File: config.mk
export PLATFORM = sky130hd
export DESIGN_NAME = ex_mem_stage
export DESIGN_NICKNAME = d
export VERILOG_FILES = /design/src/rtl/ex_mem_pkg.sv /design/src/rtl/ex_mem_stage_payload_reg.sv /design/src/rtl/ex_mem_stage.sv
export SDC_FILE = /design/constraint.sdc
export NUM_CORES = 1
export LEC_CHECK = 0
export BUFFER_PORTS_ARGS = -buffer_cell sky130_fd_sc_hd__buf_2
export CAP_MARGIN = 20
export CORE_MARGIN = 4
export CORE_UTILIZATION = 53
export CTS_CLUSTER_SIZE = 40
export DETAILED_ROUTE_END_ITERATION = 16
export PLACE_DENSITY = 0.79
export SLEW_MARGIN = 10
export SYNTH_ARGS = -nofsm -noshare
export SYNTH_HDL_FRONTEND = slang
export SYNTH_SLANG_ARGS = --single-unit
File: constraint.sdc
create_clock -name clk -period 2.07 [get_ports clk]
set_input_delay 0.414 -clock clk [delete_from_list [all_inputs] [get_ports clk]]
set_output_delay 0.414 -clock clk [all_outputs]
set_load 0.02 [all_outputs]
File: src/rtl/ex_mem_pkg.sv
// Shared types and constants for the EX/MEM pipeline stage.
package ex_mem_pkg;

    typedef enum logic [1:0] {
        EMPTY = 2'd0,
        FULL  = 2'd1,
        SKID  = 2'd2
    } state_e;

    // Bit positions inside the 3-bit memory-control (M) field
    localparam int M_MEMREAD  = 0;
    localparam int M_MEMWRITE = 1;
    localparam int M_BRANCH   = 2;
    localparam int M_W        = 3;

    localparam int DEF_DATA_W     = 32;
    localparam int DEF_REG_ADDR_W = 5;
    localparam int DEF_WB_W       = 2;

    // Payload layout at the default widths; the top packs fields in this order
    typedef struct packed {
        logic [DEF_WB_W-1:0]       wb;
        logic [M_W-1:0]            m;
        logic [DEF_DATA_W-1:0]     branch_target;
        logic                      zero;
        logic [DEF_DATA_W-1:0]     alu_result;
        logic [DEF_DATA_W-1:0]     rt_data;
        logic [DEF_REG_ADDR_W-1:0] dest_reg;
    } payload_t;

    function automatic int payload_width(input int data_w, input int reg_addr_w, input int wb_w);
        return wb_w + M_W + data_w + 1 + data_w + data_w + reg_addr_w;
    endfunction

endpackage

File: src/rtl/ex_mem_stage_payload_reg.sv
// pipe_payload_reg: width-parametrised register with load enable and
// asynchronous active-low clear. Used for the main and skid entries.
module pipe_payload_reg #(
    parameter int W = 8
) (
    input  logic         clk,
    input  logic         rst_n,
    input  logic         load,
    input  logic [W-1:0] d,
    output logic [W-1:0] q
);

    logic [W-1:0] data_q;
    logic [W-1:0] data_d;

    // Hold unless loaded
    always_comb begin
        data_d = data_q;
        if (load) data_d = d;
    end

    // Storage with async clear
    always_ff @(posedge clk or negedge rst_n) begin
        if (!rst_n) data_q <= '0;
        else        data_q <= data_d;
    end

    assign q = data_q;

endmodule

File: src/rtl/ex_mem_stage.sv
// ex_mem_stage: elastic EX/MEM pipeline register with a 2-entry skid
// buffer, synchronous flush and branch decision from registered fields.
// Optional macro EX_MEM_STAGE_STATS_EN adds stall_cnt / flush_cnt outputs.
//
// state | meaning
// EMPTY | no bundle held, outputs invalid
// FULL  | main entry holds the presented bundle
// SKID  | main and skid entries both hold bundles, input blocked
module ex_mem_stage
    import ex_mem_pkg::*;
#(
    parameter int DATA_W     = 32,
    parameter int REG_ADDR_W = 5,
    parameter int WB_W       = 2
) (
    input  logic                  clk,
    input  logic                  rst_n,
    input  logic                  flush,
    input  logic                  in_valid,
    output logic                  in_ready,
    input  logic [WB_W-1:0]       in_wb,
    input  logic [2:0]            in_m,
    input  logic [DATA_W-1:0]     in_branch_target,
    input  logic                  in_zero,
    input  logic [DATA_W-1:0]     in_alu_result,
    input  logic [DATA_W-1:0]     in_rt_data,
    input  logic [REG_ADDR_W-1:0] in_dest_reg,
    output logic                  out_valid,
    input  logic                  out_ready,
    output logic [WB_W-1:0]       out_wb,
    output logic [DATA_W-1:0]     out_branch_target,
    output logic                  out_zero,
    output logic [DATA_W-1:0]     out_alu_result,
    output logic [DATA_W-1:0]     out_rt_data,
    output logic [REG_ADDR_W-1:0] out_dest_reg,
    output logic                  out_mem_read,
    output logic                  out_mem_write,
    output logic                  out_branch,
`ifdef EX_MEM_STAGE_STATS_EN
    output logic [15:0]           stall_cnt,
    output logic [15:0]           flush_cnt,
`endif
    output logic                  out_pcsrc
);

    localparam int PAY_W = payload_width(DATA_W, REG_ADDR_W, WB_W);

    state_e         state_q, state_d;
    logic           in_ready_q;
    logic           main_load, skid_load;
    logic           in_xfer, out_xfer;
    logic [PAY_W-1:0] in_pay, main_d, main_q, skid_q;
    logic [2:0]     m_q;

    assign in_xfer  = in_valid & in_ready_q;
    assign out_xfer = (state_q != EMPTY) & out_ready;

    assign in_pay = {in_wb, in_m, in_branch_target, in_zero,
                     in_alu_result, in_rt_data, in_dest_reg};

    // Main entry refills from the skid entry when draining SKID, else from input
    assign main_d = (state_q == SKID) ? skid_q : in_pay;

    // Next-state and load-enable decode; flush overrides everything
    always_comb begin
        state_d   = state_q;
        main_load = 1'b0;
        skid_load = 1'b0;
        if (flush) begin
            state_d = EMPTY;
        end else begin
            case (state_q)
                EMPTY: begin
                    if (in_xfer) begin
                        state_d   = FULL;
                        main_load = 1'b1;
                    end
                end
                FULL: begin
                    if (in_xfer && out_xfer) begin
                        main_load = 1'b1;
                    end else if (in_xfer) begin
                        state_d   = SKID;
                        skid_load = 1'b1;
                    end else if (out_xfer) begin
                        state_d   = EMPTY;
                    end
                end
                SKID: begin
                    if (out_xfer) begin
                        state_d   = FULL;
                        main_load = 1'b1;
                    end
                end
                default: state_d = EMPTY;
            endcase
        end
    end

    // State register; in_ready is registered from the next state
    always_ff @(posedge clk or negedge rst_n) begin
        if (!rst_n) begin
            state_q    <= EMPTY;
            in_ready_q <= 1'b1;
        end else begin
            state_q    <= state_d;
            in_ready_q <= (state_d != SKID);
        end
    end

    pipe_payload_reg #(.W(PAY_W)) u_main (
        .clk   (clk),
        .rst_n (rst_n),
        .load  (main_load),
        .d     (main_d),
        .q     (main_q)
    );

    pipe_payload_reg #(.W(PAY_W)) u_skid (
        .clk   (clk),
        .rst_n (rst_n),
        .load  (skid_load),
        .d     (in_pay),
        .q     (skid_q)
    );

    assign {out_wb, m_q, out_branch_target, out_zero,
            out_alu_result, out_rt_data, out_dest_reg} = main_q;

    assign in_ready      = in_ready_q;
    assign out_valid     = (state_q != EMPTY);
    assign out_mem_read  = m_q[M_MEMREAD];
    assign out_mem_write = m_q[M_MEMWRITE];
    assign out_branch    = m_q[M_BRANCH];
    assign out_pcsrc     = out_valid & out_branch & out_zero;

`ifdef EX_MEM_STAGE_STATS_EN
    logic [15:0] stall_cnt_q, stall_cnt_d;
    logic [15:0] flush_cnt_q, flush_cnt_d;

    // Saturating event counters; only reset clears them
    always_comb begin
        stall_cnt_d = stall_cnt_q;
        flush_cnt_d = flush_cnt_q;
        if (out_valid && !out_ready && stall_cnt_q != 16'hFFFF)
            stall_cnt_d = stall_cnt_q + 16'd1;
        if (flush && flush_cnt_q != 16'hFFFF)
            flush_cnt_d = flush_cnt_q + 16'd1;
    end

    // Counter registers
    always_ff @(posedge clk or negedge rst_n) begin
        if (!rst_n) begin
            stall_cnt_q <= '0;
            flush_cnt_q <= '0;
        end else begin
            stall_cnt_q <= stall_cnt_d;
            flush_cnt_q <= flush_cnt_d;
        end
    end

    assign stall_cnt = stall_cnt_q;
    assign flush_cnt = flush_cnt_q;
`endif

endmodule

==> results of run 1 <==
==> metrics by stage <==
step | hold slack, ns | area [um^2] | util | worst slack (ns) | power [uW]
2_1_floorplan | 0.118 | 9030 | - | 0.317 | 7480
3_3_place_gp | 0.382 | 10400 | 0.625 | 0.351 | 8370
3_5_place_dp | 0.378 | 10400 | 0.625 | 0.280 | 8510
4_1_cts | 0.124 | 11300 | 0.676 | 0.0729 | 12800
5_1_grt | 0.127 | 11300 | 0.676 | 0.0385 | 13400
6_report | 0.142 | 11300 | 0.676 | 0.111 | 12700
==> cell type report <==
class                      instances  area, um^2
multi-input combinational        446        3360
antenna                            1        2.50
clock buffer                      39         768
tap                              220         275
fill                            1258        5390
clock inverter                     5        56.3
sequential                       217        5430
timing repair buffer             238        1360
==> per-layer routing <==
layer | vias up | GRT usage | part of all wire
met1 | 3026 | 0.275 | 0.43
met4 | 2 | 0.0629 | 0.026
met5 | - | 0 | 0.00045
li1 | 2920 | - | -
met2 | 178 | 0.340 | 0.48
met3 | 38 | 0.0448 | 0.061
==> final timing paths <==
check                                            to  slack, ns  cells after the start
setup / recovery                          out_pcsrc       0.11                      3
max in group asynchronous  u_skid.q[75]$_DFFE_PN0P_       0.96                      3
hold / removal             u_skid.q[96]$_DFFE_PN0P_       0.14                      2
hold reg to reg            u_skid.q[97]$_DFFE_PN0P_       0.49                      1
min in group asynchronous   u_skid.q[7]$_DFFE_PN0P_       0.45                      2
setup reg to reg           u_main.q[90]$_DFFE_PN0P_       0.22                      6
==> Yosys cell counts (2+ instances only) <==
| master | n |
|---|---|
| buf_6 | 4 |
| dfrtp_1 | 216 |
| a21oi_1 | 108 |
| buf_4 | 5 |
| nor2_1 | 110 |
| buf_2 | 33 |
| mux2_1 | 30 |
| clkbuf_1 | 2 |
| clkbuf_4 | 2 |
| mux2_2 | 77 |
| mux2i_1 | 107 |
==> power breakdown <==
group | switching, uW | internal [uW]
logic | 1450 | 1130
registers | 548 | 5310
clock network | 1630 | 2660
total | 3620 | 9100
==> flip-flops by register name (all words and copies together) (netlist names) <==
register  flops
u_main.q    107
in_ready      1
state_q       2
u_skid.q    107
==> worst max-delay path: cells and delay by family (launching register included) <==
family	cells	cell delay (ns)
and+or+nand+nor	2	0.52
DFF	1	0.38
buffers and inverters	1	0.16
==> cells by family (layout without fill, tap and decap cells) <==
group	after synthesis	in the layout	share of synthesized area
buffers and inverters	46	282	0.0299
and+or+nand+nor	121	121	0.0540
other	0	1	0
muxes	214	214	0.252
AOI/OAI and AO/OA	111	111	0.0628
DFF	217	217	0.601
==> what timing repair did <==
action                     4_1_cts  5_1_grt
hold buffers                     1        0
buffers inserted                 2        0
gates resized for setup          1        0
hold endpoints to repair        47        0
setup endpoints to repair        1        0
==> results.py, run 1 <==
metrics = {
    "finish": {
        "mostFrequentLayoutCells": "buf_2, dfrtp_1, nor2_1, a21oi_1, mux2i_1",
        "final_cells": 1166,
        "final_nets": 1039,
        "syn2layout_area_growth_pct": 24.6,
        "layout-drive-gt1-share": 0.380,
        "final_common_cell": "buf_2",
    },
    "setup_path": {
        "crit_slowest_cell": "dfrtp_1",
        "r2r_start": "state_q[0]$_DFF_PN0_",
        "cpPeakStageDelay_ns": 0.38,
        "endpoint_kind": "primary output",
        "critPathLaunchType": "register",
        "crit_fanout": 2,
        "worstPathArrival_ns": 1.55,
        "crit_chain": "or2_2 > and3_1 > buf_2",
        "required_ns": 1.66,
        "crit_path_start": "state_q[1]$_DFF_PN0_",
        "crit_type": "reg2out",
    },
    "clock_network": {
        "clk_latency_ns": 0.50,
        "clkTransAtPathRegs_ns": 0.06,
        "cts_tree": "done",
        "clockBufferDepth": 3,
        "cts-root-buf": "clkbuf_16",
        "cts_inserted_buffers": 24,
        "clock_sinks": 217,
        "htree_num_levels": 1,
    },
    "sta": {
        "fmax_mhz": 510,
        "period_minus_slack_ns": 1.96,
        "fin_worst_skew_ns": 0.0134,
        "tns_ns": 0,
        "rsz0062_at_grt": "no",
        "finalCritPeriodShare": 0.947,
        "tightest_slew_ns": 0.468,
        "slew_headroom": 0.688,
        "hold_violations": 0,
        "slew_violations": 0,
        "setup_viol": 0,
    },
    "global_routing": {
        "grt_pass1_wl_mm": 33.0,
        "grt_pass1_vias": 6429,
        "antenna_found_initial": 2,
        "grt_start_max_net_pins": 109,
        "track_usage": 0.206,
        "overflow": 0,
    },
    "floorplanning": {
        "fp-row-count": 47,
        "start_util": 0.543,
        "io_pins": 222,
        "dieWidth_um": 139,
        "die_h_um": 139,
        "dieArea_um2": 19200,
        "core-area_um2": 16600,
    },
    "logic_synthesis": {
        "synth_largest_area_cell": "dfrtp_1",
        "synth_edf_count": 0,
        "syn_inst": 709,
        "yosysTopAreaCellShare": 0.598,
        "ys_seq_elements": 217,
        "syn_area_per_cell_um2": 12.7,
        "synth-main-ff-cell": "dfrtp_1",
        "synthArstFlopShare": 1.00,
        "seq_area_frac_synth": 0.601,
        "ys.warnings.count": 0,
        "yosysUniqueCellTypes": 26,
        "synth_area_leaders": "dfrtp_1, mux2i_1, mux2_2, a21oi_1, nor2_1",
        "syn_area_um2": 9030,
        "syn-num-nets": 821,
    },
    "hold_path": {
        "hold_class": "in2reg",
        "min_from": "in_branch_target[26]",
    },
    "placement": {
        "hpwl_mm": 13.0,
        "place_inst": 1118,
        "place_congestion": 0.755,
        "port_buffers": 221,
    },
    "routing": {
        "drc": 0,
        "firstDrtPassIters": 6,
        "vias": 6164,
        "first_iter_violations": 273,
        "drtAntennaViolNets": 0,
        "totalWireLength_mm": 19.9,
        "wl_per_cell_um": 17.0,
        "via_per_inst": 5.29,
    },
    "status": {
        "status": "finished, final reports clean",
    },
    "flow_run": {
        "maxCapViolCount": 0,
    },
    "power_and_ir_drop": {
        "peakVddDrop_mv": 0.743,
        "p_leak_uw": 0.00498,
        "p_per_area_nw_per_um2": 1130,
    },
}
Power figures use the tool's default switching activity.
==> inputs of run 2 (changes only) <==
--- a/config.mk
+++ b/config.mk
@@ -12,6 +12,7 @@
 export CTS_CLUSTER_SIZE = 40
 export DETAILED_ROUTE_END_ITERATION = 16
 export PLACE_DENSITY = 0.79
+export REMOVE_ABC_BUFFERS = 1
 export SLEW_MARGIN = 10
 export SYNTH_ARGS = -nofsm -noshare
 export SYNTH_HDL_FRONTEND = slang
==> run 2 against run 1 <==
Against the previous run:
- worst hold slack improved by 0.012 ns
- first-iteration DRC count decreased by 19%
- register-to-register slack got worse by 0.02 ns
- cell count decreased by 0.86%
- critical endpoint unchanged
- power decreased by 3.9%
- core utilization decreased by 0.86 points
- cell area decreased by 1.3%
- non-clock buffer count decreased by 2
- die area unchanged
- routed wire length decreased by 3.3%
==> results.py, run 2 (synthesized netlist as in run 1, its figures left out) <==
metrics = {
    "setup_path": {
        "r2r_start": "state_q[0]$_DFF_PN0_",
        "crit_type": "reg2out",
        "worstPathArrival_ns": 1.59,
        "cp_num_buf_inv": 1,
        "cp_top_family": "simple AND/OR/NAND/NOR gates",
        "crit_slowest_cell": "dfrtp_2",
        "cpPeakStageDelay_ns": 0.45,
        "reg2reg_slack_ns": 0.20,
        "reg2reg_depth": 6,
        "critPathLaunchType": "register",
        "crit_chain": "or2_2 > and3_1 > buf_2",
        "r2r_end": "u_main.q[63]$_DFFE_PN0P_",
        "endpoint_kind": "primary output",
        "crit_fanout": 7,
        "required_ns": 1.66,
    },
    "power_and_ir_drop": {
        "clkPwrFrac": 0.312,
        "pwr-share-seq": 0.479,
        "p_per_area_nw_per_um2": 1100,
        "peakVddDrop_mv": 0.804,
        "switching_share": 0.290,
        "finalPower_uw": 12200,
        "p_leak_uw": 0.00490,
        "switching_power_uw": 3540,
        "power_frac_comb": 0.209,
        "internal-power_uw": 8690,
    },
    "global_routing": {
        "antenna_found_initial": 4,
        "grt_pass1_wl_mm": 32.0,
        "grt_start_max_net_pins": 115,
        "overflow": 0,
        "track_usage": 0.197,
        "grt_pass1_vias": 6401,
    },
    "sta": {
        "finalCritPeriodShare": 0.970,
        "hold_violations": 0,
        "rsz0062_at_grt": "no",
        "slew_violations": 0,
        "slew_headroom": 0.675,
        "tns_ns": 0,
        "period_minus_slack_ns": 2.01,
        "fmax_mhz": 498,
        "tightest_slew_ns": 0.487,
        "fin_worst_skew_ns": 0.00678,
        "setup_viol": 0,
    },
    "floorplanning": {
        "dieArea_um2": 19200,
        "start_util": 0.543,
        "core-area_um2": 16600,
        "fp-row-count": 47,
        "dieWidth_um": 139,
        "io_pins": 222,
        "die_h_um": 139,
    },
    "finish": {
        "final_common_cell": "buf_2",
        "layout-drive-gt1-share": 0.376,
        "mostFrequentLayoutCells": "buf_2, dfrtp_1, nor2_1, a21oi_1, mux2i_1",
        "finalInstanceArea_um2": 11100,
        "fin_util": 0.668,
        "final_nets": 1035,
        "syn2layout_area_growth_pct": 23.0,
    },
    "routing": {
        "vias": 6073,
        "firstDrtPassIters": 4,
        "top_layer_used": "met5",
        "drc": 0,
        "first_iter_violations": 222,
        "wl_per_cell_um": 16.6,
        "totalWireLength_mm": 19.2,
        "drtAntennaViolNets": 0,
        "dr_wl_met3_mm": 1.67,
        "via_per_inst": 5.25,
        "m1WireLength_mm": 8.22,
        "met2_length_mm": 9.06,
    },
    "clock_network": {
        "cts_tree": "done",
        "clockBufferDepth": 3,
        "clock_sinks": 217,
        "clk_latency_ns": 0.48,
        "cts_inserted_buffers": 22,
        "cts-root-buf": "clkbuf_16",
        "htree_num_levels": 1,
        "clkTransAtPathRegs_ns": 0.06,
    },
    "flow_run": {
        "maxCapViolCount": 0,
    },
    "hold_path": {
        "hold_class": "in2reg",
        "hold-path-cell-count": 2,
        "min_from": "in_m[2]",
        "hold_end": "u_skid.q[104]$_DFFE_PN0P_",
    },
    "placement": {
        "hpwl_mm": 12.4,
        "postPlaceCellArea_um2": 10400,
        "port_buffers": 221,
        "place_congestion": 0.760,
    },
    "status": {
        "status": "finished, final reports clean",
    },
}
[run 2: changes by cell type in the layout (fill, tap and decap cells not counted), sizes merged]
cell / previous run / this run
clkinv: 3 / 4
clkbuf: 39 / 30
clkinvlp: 0 / 2
buf: 237 / 234
inv: 1 / 0
[run 2: through the flow]
stage                     hold slack [ns]  std cells  worst slack, ns
after CTS                           0.132       1153           0.0195
after global placement              0.412       1116            0.344
after detailed placement            0.410       1116            0.250
after floorplan                     0.118        663            -6.10
after global routing                0.138       1155          0.00779
final                               0.154       1156           0.0621
[run 2: how the worst max path moves through the flow]
stage,from,to,slack (ns),cells after the start
CTS,state_q[0]$_DFF_PN0_,out_pcsrc,0.02,3
floorplan,state_q[0]$_DFF_PN0_,u_main.q[0]$_DFFE_PN0P_,-6.10,3
global placement,state_q[0]$_DFF_PN0_,u_main.q[52]$_DFFE_PN0P_,0.34,5
finish,state_q[1]$_DFF_PN0_,out_pcsrc,0.06,3
global route,state_q[1]$_DFF_PN0_,out_pcsrc,0.008,3
detailed placement,state_q[0]$_DFF_PN0_,u_main.q[99]$_DFFE_PN0P_,0.25,5
[run 2: area by class of cell]
cell class / instances / area [um^2]
fillers: 1261 / 5530
flip-flops and latches: 217 / 5430
multi-input cells: 446 / 3360
repair buffers: 236 / 1340
clock buffers: 29 / 628
well taps: 220 / 275
clock inverters: 7 / 68.8
diodes: 1 / 2.50
[run 2: power groups by stage]
stage          registers (uW)  clock network, uW  logic, uW
6_report                 5850               3820       2550
5_1_grt                  5990               4120       2820
4_1_cts                  5860               3940       2590
3_5_place_dp             5910                  0       2570
3_3_place_gp             5860                  0       2480
2_1_floorplan            6340                  0       1190
[run 2: routing by layer]
layer | GRT usage | vias up
li1 | - | 2915
met1 | 0.258 | 2948
met2 | 0.322 | 175
met3 | 0.0686 | 27
met4 | 0.0380 | 8
met5 | 0 | -
[run 2: what timing repair did]
item / 4_1_cts / 5_1_grt
hold buffers: 1 / 0
setup endpoints to repair: 1 / 1
buffers inserted: 0 / 2
pin swaps: 0 / 0
gates resized for setup: 1 / 1
hold endpoints to repair: 47 / 0
